### config.mk
export PLATFORM = sky130hd
export DESIGN_NAME = alu_issue_stage
export DESIGN_NICKNAME = d
export VERILOG_FILES = /design/src/rtl/alu_issue_stage.sv
export SDC_FILE = /design/constraint.sdc
export NUM_CORES = 1
export LEC_CHECK = 0
export BUFFER_PORTS_ARGS = -buffer_cell sky130_fd_sc_hd__buf_2
export CAP_MARGIN = 10
export CORE_MARGIN = 8
export CORE_UTILIZATION = 25
export CTS_CLUSTER_SIZE = 14
export DETAILED_ROUTE_END_ITERATION = 8
export PLACE_DENSITY = 0.54
export RECOVER_POWER = 25
export SLEW_MARGIN = 20
export SYNTH_ARGS = -nofsm -noshare
export SYNTH_HDL_FRONTEND = slang
export SYNTH_SLANG_ARGS = --single-unit
### constraint.sdc
create_clock -name clk -period 2.6 [get_ports clk]
set_input_delay 0.26 -clock clk [delete_from_list [all_inputs] [get_ports clk]]
set_output_delay 0.26 -clock clk [all_outputs]
set_load 0.02 [all_outputs]
### src/rtl/alu_issue_stage.sv
// ALU issue stage: decodes RV32I/RV64I integer ops, forwards operands from the
// Mem/Wb stages and registers the operation bundle behind a valid/ready handshake.

package alu_issue_pkg;
  // Encoding is part of the ALU operation interface; keep values stable.
  typedef enum logic [3:0] {
    AluAdd  = 4'd0,
    AluSub  = 4'd1,
    AluSll  = 4'd2,
    AluSlt  = 4'd3,
    AluSltu = 4'd4,
    AluXor  = 4'd5,
    AluSrl  = 4'd6,
    AluSra  = 4'd7,
    AluOr   = 4'd8,
    AluAnd  = 4'd9,
    AluSllw = 4'd10,
    AluSrlw = 4'd11,
    AluSraw = 4'd12
  } alu_operation_e;
endpackage

module alu_issue_stage
  import alu_issue_pkg::*;
#(
`ifdef BIT_COUNT_64
  parameter int unsigned XLEN = 64,
  parameter bit RV64 = 1'b1
`else
  parameter int unsigned XLEN = 32,
  parameter bit RV64 = 1'b0
`endif
) (
  input  logic                 clk,
  input  logic                 reset,
  input  logic                 DecValid,
  output logic                 DecReady,
  input  logic [6:0]           Opcode,
  input  logic [2:0]           Funct3,
  input  logic                 Funct7b5,
  input  logic [4:0]           Rs1Addr,
  input  logic [4:0]           Rs2Addr,
  input  logic [4:0]           RdAddr,
  input  logic [XLEN-1:0]      Rs1Data,
  input  logic [XLEN-1:0]      Rs2Data,
  input  logic [XLEN-1:0]      Imm,
  input  logic [XLEN-1:0]      PC,
  input  logic                 MemFwdValid,
  input  logic [4:0]           MemFwdRd,
  input  logic [XLEN-1:0]      MemFwdData,
  input  logic                 WbFwdValid,
  input  logic [4:0]           WbFwdRd,
  input  logic [XLEN-1:0]      WbFwdData,
  input  logic                 Flush,
  input  logic                 ExReady,
  output logic                 ExValid,
  output alu_operation_e       ALUOp,
  output logic [XLEN-1:0]      ALUOpA,
  output logic [XLEN-1:0]      ALUOpB,
  output logic [4:0]           ExRd,
  output logic                 WordOp,
  output logic                 IllegalOp
);

  localparam int unsigned ShamtW = $clog2(XLEN);

  localparam logic [6:0] OpcOp      = 7'b0110011;
  localparam logic [6:0] OpcOpImm   = 7'b0010011;
  localparam logic [6:0] OpcLui     = 7'b0110111;
  localparam logic [6:0] OpcAuipc   = 7'b0010111;
  localparam logic [6:0] OpcOp32    = 7'b0111011;
  localparam logic [6:0] OpcOpImm32 = 7'b0011011;

  // Shared funct3 table; alt selects SUB on 000 and SRA on 101.
  function automatic alu_operation_e funct3_op(input logic [2:0] f3, input logic alt);
    case (f3)
      3'b000:  return alt ? AluSub : AluAdd;
      3'b001:  return AluSll;
      3'b010:  return AluSlt;
      3'b011:  return AluSltu;
      3'b100:  return AluXor;
      3'b101:  return alt ? AluSra : AluSrl;
      3'b110:  return AluOr;
      default: return AluAnd;
    endcase
  endfunction

  logic [XLEN-1:0] rs1_val, rs2_val;
  alu_operation_e  op_d;
  logic [XLEN-1:0] a_d, b_d;
  logic            word_d, illegal_d;

  logic            ex_valid_q;
  alu_operation_e  op_q;
  logic [XLEN-1:0] a_q, b_q;
  logic [4:0]      rd_q;
  logic            word_q, illegal_q;

  // Operand forwarding: Mem beats Wb, x0 always reads the register file.
  always_comb begin
    rs1_val = Rs1Data;
    if (Rs1Addr != 5'd0) begin
      if (MemFwdValid && (MemFwdRd == Rs1Addr))     rs1_val = MemFwdData;
      else if (WbFwdValid && (WbFwdRd == Rs1Addr))  rs1_val = WbFwdData;
    end
    rs2_val = Rs2Data;
    if (Rs2Addr != 5'd0) begin
      if (MemFwdValid && (MemFwdRd == Rs2Addr))     rs2_val = MemFwdData;
      else if (WbFwdValid && (WbFwdRd == Rs2Addr))  rs2_val = WbFwdData;
    end
  end

  // Opcode/funct decode into the next ALU bundle.
  always_comb begin
    op_d      = AluAdd;
    a_d       = rs1_val;
    b_d       = rs2_val;
    word_d    = 1'b0;
    illegal_d = 1'b0;
    case (Opcode)
      OpcOp: op_d = funct3_op(Funct3, Funct7b5);
      OpcOpImm: begin
        // Immediate forms have no SUBI; b5 only distinguishes SRAI.
        op_d = funct3_op(Funct3, Funct7b5 && (Funct3 == 3'b101));
        b_d  = Imm;
        if ((Funct3 == 3'b001) || (Funct3 == 3'b101)) b_d = XLEN'(Imm[ShamtW-1:0]);
      end
      OpcLui: begin
        a_d = '0;
        b_d = Imm;
      end
      OpcAuipc: begin
        a_d = PC;
        b_d = Imm;
      end
      OpcOp32, OpcOpImm32: begin
        word_d = 1'b1;
        if (Opcode == OpcOpImm32) b_d = (Funct3 == 3'b000) ? Imm : XLEN'(Imm[4:0]);
        case (Funct3)
          3'b000:  op_d = (Funct7b5 && (Opcode == OpcOp32)) ? AluSub : AluAdd;
          3'b001:  op_d = AluSllw;
          3'b101:  op_d = Funct7b5 ? AluSraw : AluSrlw;
          default: illegal_d = 1'b1;
        endcase
        if (!RV64) illegal_d = 1'b1;
      end
      default: illegal_d = 1'b1;
    endcase
    // Anything the ALU cannot execute issues as a harmless ADD 0,0.
    if (illegal_d) begin
      op_d   = AluAdd;
      a_d    = '0;
      b_d    = '0;
      word_d = 1'b0;
    end
  end

  assign DecReady = ~ex_valid_q | ExReady;

  // Issue register: flush beats capture, stall holds every bit.
  always_ff @(posedge clk or posedge reset) begin
    if (reset) begin
      ex_valid_q <= 1'b0;
      op_q       <= AluAdd;
      a_q        <= '0;
      b_q        <= '0;
      rd_q       <= 5'd0;
      word_q     <= 1'b0;
      illegal_q  <= 1'b0;
    end else if (Flush) begin
      ex_valid_q <= 1'b0;
    end else if (DecReady) begin
      ex_valid_q <= DecValid;
      if (DecValid) begin
        op_q      <= op_d;
        a_q       <= a_d;
        b_q       <= b_d;
        rd_q      <= RdAddr;
        word_q    <= word_d;
        illegal_q <= illegal_d;
      end
    end
  end

  assign ExValid   = ex_valid_q;
  assign ALUOp     = op_q;
  assign ALUOpA    = a_q;
  assign ALUOpB    = b_q;
  assign ExRd      = rd_q;
  assign WordOp    = word_q;
  assign IllegalOp = illegal_q;

endmodule
Yosys cells after proc, flatten, opt, wreduce, memory -nomap -nowiden
Cells that the tools add are included.
{ "word_totals": {"word_cells": 70, "regBits": 76, "output_inout_bits": 77, "input_bits": 235} }
{ "op_classes": {"muxes": 29, "eq_ne": 16, "n_reduce_logical": 15, "bitwise_logic": 3} }
{ "op_table": {"columns": ["cell", "count"], "rows": [
  ["$mux 32", 11],
  ["$pmux 32 s3", 1],
  ["$pmux 32 s2", 1],
  ["$pmux 4 s7", 2],
  ["$pmux 4 s3", 2],
  ["$eq 7x5->1 const B", 3],
  ["$eq 7x6->1 const B", 3],
  ["$eq 5x5->1", 4],
  ["$mux 1", 10],
  ["$reduce_bool 5->1", 2],
  ["$eq 3x3->1 const B", 3],
  ["$eq 3x2->1 const B", 2],
  ["$logic_and 1x1->1", 6],
  ["$mux 4", 1],
  ["$reduce_or 2->1", 2],
  ["$reduce_or 4->1", 1],
  ["$eq 3x1->1 const B", 1],
  ["$logic_not 3->1", 1],
  ["$mux 3", 1],
  ["$reduce_and 3->1", 1],
  ["$not 1->1", 2],
  ["$reduce_bool 2->1", 1],
  ["$logic_or 1x1->1", 1],
  ["$or 1x1->1", 1]
]} }

Longest topological paths before layout
{ "logic_depth": {"word_depth": 8, "mapped_depth": 9, "depth_no_buf": 7} }

Least setup slack after synthesis
No wires, ideal clock.
{ "synth_timing": {"path_kind": "register to register", "startpoint": "register ex_valid_q (netlist: ExValid)", "endpoint": "register b_q[10] (netlist: ALUOpB[10])", "required_time_ns": 2.534, "path_slack_ns": 0.605, "arrival_time_ns": 1.929, "stages_incl_launch_ff": 9, "path_cell_list": "dfrtp_1 -> nor2b_1 -> inv_2 -> nand3b_4 -> nor3_2 -> nand2_1 -> nor2_2 -> buf_2 -> a221o_1"} }
{ "synth_between": {"elab_chain_cells": 3} }
{ "synth_rtl": {"columns": ["element", "line_no", "source"], "rows": [
  ["start, declared", "93", "logic ex_valid_q;"],
  ["start signal, assigned", "173", "ex_valid_q <= DecValid;"],
  ["$not 1->1", "158", "assign DecReady = ~ex_valid_q | ExReady;"],
  ["$or 1x1->1", "158", null],
  ["net DecReady", "37", "output logic DecReady,"],
  ["$reduce_and 3->1 (no line)", null, null],
  ["end signal, assigned", "166", "b_q <= '0;"],
  ["end signal, assigned", "177", "b_q <= b_d;"],
  ["end, declared", "95", "logic [XLEN-1:0] a_q, b_q;"]
]} }
The timed path passes the listed nets, and every way through them passes these cells.
A chain may end at the register's enable or synchronous reset.

Worst setup path in the final report
{ "layout_timing": {"startpoint": "register ex_valid_q (netlist: ExValid)", "endpoint": "register b_q[19] (netlist: ALUOpB[19])"} }
{ "layout_between": {"elab_chain_cells": 3} }
{ "layout_rtl": {"columns": ["element", "line_no"], "rows": [
  ["$not 1->1", "158"],
  ["$or 1x1->1", "158"],
  ["$reduce_and 3->1 (no line)", null]
]} }
Every way passes these cells.

==> results.json <==
{
  "finalWorstSetupSlack_ps": 404,
  "min_path_type": "in2reg",
  "die_h_microns": 155,
  "placed_cells_incl_taps": 1105,
  "finalInstanceArea_sq_um": 6970,
  "yosysSeqAreaShare_pct": 39.5,
  "synth.yosys.warnings": 0,
  "worst_slew_pin_slew_ps": 1700,
  "all_layer_gr_usage_pct": 19.2,
  "placement.setup.worst_slack_ps": 266,
  "drv.max_cap_violation_count": 1,
  "core-area_sq_um": 18800,
  "ctsRootBufferMaster": "sky130_fd_sc_hd__clkbuf_16",
  "worst_path_fanout_max": 16,
  "slew_hr_pct": -14.1,
  "count_of_input_and_output_buffers": 311,
  "synthMostInstantiatedCell": "sky130_fd_sc_hd__nor2_1",
  "synth.lib_cells_used.distinct": 46,
  "global_route.overflow_total": 0,
  "cts_setup_buffers": 0,
  "setup_violations": 0,
  "worst_endpoint_required_time_ps": 2870,
  "grt_pass1_vias": 6224,
  "clk-insertion-delay-late_ps": 340,
  "synth.ff_latch_count": 76,
  "finalCriticalPeriod_ps": 2200,
  "yosysTopAreaCell": "sky130_fd_sc_hd__dfrtp_1",
  "synth_edf_count": 0,
  "setup.worst_path.class": "reg2reg",
  "synth_xor_area_share_pct": 3.82,
  "max-clock-path-buffers": 2,
  "floorplan.rows": 50,
  "worst_path_arrival_ps": 2460,
  "htree_levels": 3,
  "synth.top_cell.area_share_pct": 39.5,
  "floorplan.die.width_microns": 155,
  "result_of_the_run": "finished, violations left",
  "routability_congestion": 0.825,
  "final_report_max_slew_violation_count": 31,
  "max_ir_drop_vdd_uv": 272,
  "endpoint_kind": "flip-flop",
  "post_synth_adder_cell_area_pct": 0,
  "clock_sinks": 76,
  "antenna_violations_before_repair": 1,
  "pwr_density_cell_nw_per_um2": 476,
  "tritoncts": "yes",
  "drt-vias-per-instance": 5.09,
  "syn-num-nets": 793,
  "synthesis.area_per_instance_sq_um": 8.63,
  "fin_tns_setup_ps": 0,
  "cts.reportedPaths.clkPinSlew_ps": 60,
  "num_antenna_cells": 0,
  "firstDrtPassIters": 5,
  "ys_dominant_reg_cell": "sky130_fd_sc_hd__dfrtp_1",
  "iteration_0_drc_markers": 433,
  "fmaxAchievable_mhz": 455,
  "via_count": 5709,
  "layout.filler_cells": 2047,
  "ys_async_sr_fraction_pct": 100,
  "synth_compound_gate_area_share_pct": 31.1,
  "rsz0062_at_grt": "false",
  "synth.top_cells.by_count": "87 x sky130_fd_sc_hd__nor2_1, 76 x sky130_fd_sc_hd__dfrtp_1, 64 x sky130_fd_sc_hd__a21oi_1",
  "report.final.hold_viol_count": 0,
  "mappedNetlistArea_sq_um": 4820,
  "post_drt_wl_per_cell_microns": 21.3,
  "muxShareOfSynthArea_pct": 0,
  "post_synth_inst_count": 558,
  "drc_errors_left": 0,
  "dominant_combinational_cell_family_by_area_after_synthesis": "compound AO/OA/AOI/OAI gates",
  "total_die_area_sq_um": 24000,
  "cts_made_buffers": 9,
  "hold_slack_ps": 113,
  "layout-drive-gt1-share_pct": 38.9,
  "power.static_leakage_nw": 3.53,
  "period_share_pct": 84.5,
  "hpwlAfterDp_mm": 18.1,
  "ant_nets": 0,
  "setup.worst_path.start_class": "flip-flop",
  "finish.net_count": 1092,
  "grt_pass1_wl_mm": 36.0,
  "synthTopCellsByArea": "sky130_fd_sc_hd__dfrtp_1 39%, sky130_fd_sc_hd__nor2_1 6.8%, sky130_fd_sc_hd__a21oi_1 6.6%",
  "violations": "capacitance limit, slew limit",
  "area.growth.synth_to_final_pct": 44.7,
  "placed_area_sq_um": 6710,
  "post_layout_nonfiller_instances": 1121,
  "totalWireLength_mm": 23.8,
  "floorplan.initialDensity_pct": 25.6,
  "synthSimpleGateAreaFrac_pct": 20.5,
  "io_pins": 312,
  "finClkSkew_ps": 7.24,
  "largest_net_degree_at_the_start_of_global_routing": 54
}
## flip-flops by register name, summed over array words and instances, names as in the netlist
| register | count |
|---|---|
| ALUOp | 4 |
| WordOp | 1 |
| ALUOpB | 32 |
| IllegalOp | 1 |
| ALUOpA | 32 |
| ExRd | 5 |
| ExValid | 1 |
## where the power goes
part	total, W	internal, W	switching [W]	leakage (nW)
clock network	0.00130	0.000767	0.000530	0.146
logic	0.000729	0.000305	0.000424	2.38
registers	0.00129	0.00126	0.0000390	1.00
## routing by layer
metal	GRT usage, %	part of all wire (%)	vias to the layer above
li1	-	-	2684
met1	23.1	42	2729
met2	32.3	48	266
met3	6.05	8.8	28
met4	5.88	1.6	2
met5	0	0.034	-
## through the flow
stage	util, %	total power (W)
after global routing	37.0	0.00349
after global placement	35.6	0.00205
after detailed placement	35.6	0.00206
final	37.0	0.00332
after CTS	37.2	0.00338
after floorplan	-	0.00166
## repair_timing
action,4_1_cts,5_1_grt
hold endpoints to repair,8,0
resized for setup,0,0
hold buffers,1,0
## final cells by class
| cell class | instances | area (sq um) | share of cell area, % |
|---|---|---|---|
| multi-input cells | 432 | 2700 | 38.7 |
| clock inverters | 4 | 48.8 | 0.700 |
| inverters | 3 | 12.5 | 0.179 |
| clock buffers | 11 | 243 | 3.48 |
| flip-flops and latches | 76 | 1900 | 27.3 |
| repair buffers | 335 | 1740 | 25.0 |
| well taps | 260 | 325 | 4.67 |
## cells by family (layout without fill, tap and decap cells)
group,after synthesis,after routing
flip-flops,76,76
XOR/XNOR,21,21
AND/OR/NAND/NOR,200,200
buffers and inverters,50,353
AO/OA/AOI/OAI,211,211
## worst max-delay path: stages, from the launching register on
cell and delay, ps:
sky130_fd_sc_hd__dfrtp_1 370, sky130_fd_sc_hd__nor2b_1 170, sky130_fd_sc_hd__inv_2 90, sky130_fd_sc_hd__nand3b_4 90, sky130_fd_sc_hd__nor3_2 210, sky130_fd_sc_hd__nand2_1 210, sky130_fd_sc_hd__nor2_2 470, sky130_fd_sc_hd__buf_4 330
sky130_fd_sc_hd__a221o_1 180
## worst paths after layout
path                            from          to  slack, ps  cells past startpoint
min reg2reg                  ExRd[1]     ExRd[1]        480                      2
max in group asynchronous      reset  ALUOpA[24]        850                      4
max reg2reg                  ExValid  ALUOpB[19]        400                      8
min in group asynchronous      reset  ALUOpA[10]        870                      3
max                          ExValid  ALUOpB[19]        400                      8
min                        RdAddr[1]     ExRd[1]        110                      3
## cells in the final DEF, fill, tap and decap left out, types with 2 or more instances in the layout
| cell type | count |
|---|---|
| sky130_fd_sc_hd__nor4_1 | 3 |
| sky130_fd_sc_hd__and3_1 | 33 |
| sky130_fd_sc_hd__nand3b_1 | 7 |
| sky130_fd_sc_hd__a221o_1 | 31 |
| sky130_fd_sc_hd__buf_12 | 3 |
| sky130_fd_sc_hd__a21oi_1 | 64 |
| sky130_fd_sc_hd__nor2_2 | 2 |
| sky130_fd_sc_hd__or4_1 | 2 |
| sky130_fd_sc_hd__buf_2 | 283 |
| sky130_fd_sc_hd__a2bb2oi_1 | 5 |
| sky130_fd_sc_hd__nand4_1 | 2 |
| sky130_fd_sc_hd__clkbuf_1 | 29 |
| sky130_fd_sc_hd__clkinv_2 | 2 |
| sky130_fd_sc_hd__nor2b_1 | 5 |
| sky130_fd_sc_hd__buf_4 | 20 |
| sky130_fd_sc_hd__nand3_1 | 5 |
| sky130_fd_sc_hd__dfrtp_1 | 76 |
| sky130_fd_sc_hd__clkbuf_16 | 9 |
| sky130_fd_sc_hd__nor2_1 | 87 |
| sky130_fd_sc_hd__xor2_1 | 13 |
| sky130_fd_sc_hd__o221ai_1 | 32 |
| sky130_fd_sc_hd__o21ai_0 | 32 |
| sky130_fd_sc_hd__o21ai_1 | 10 |
| sky130_fd_sc_hd__a22o_1 | 29 |
| sky130_fd_sc_hd__nand2_1 | 41 |
| sky130_fd_sc_hd__xnor2_1 | 8 |
Power figures use the tool's default switching activity.
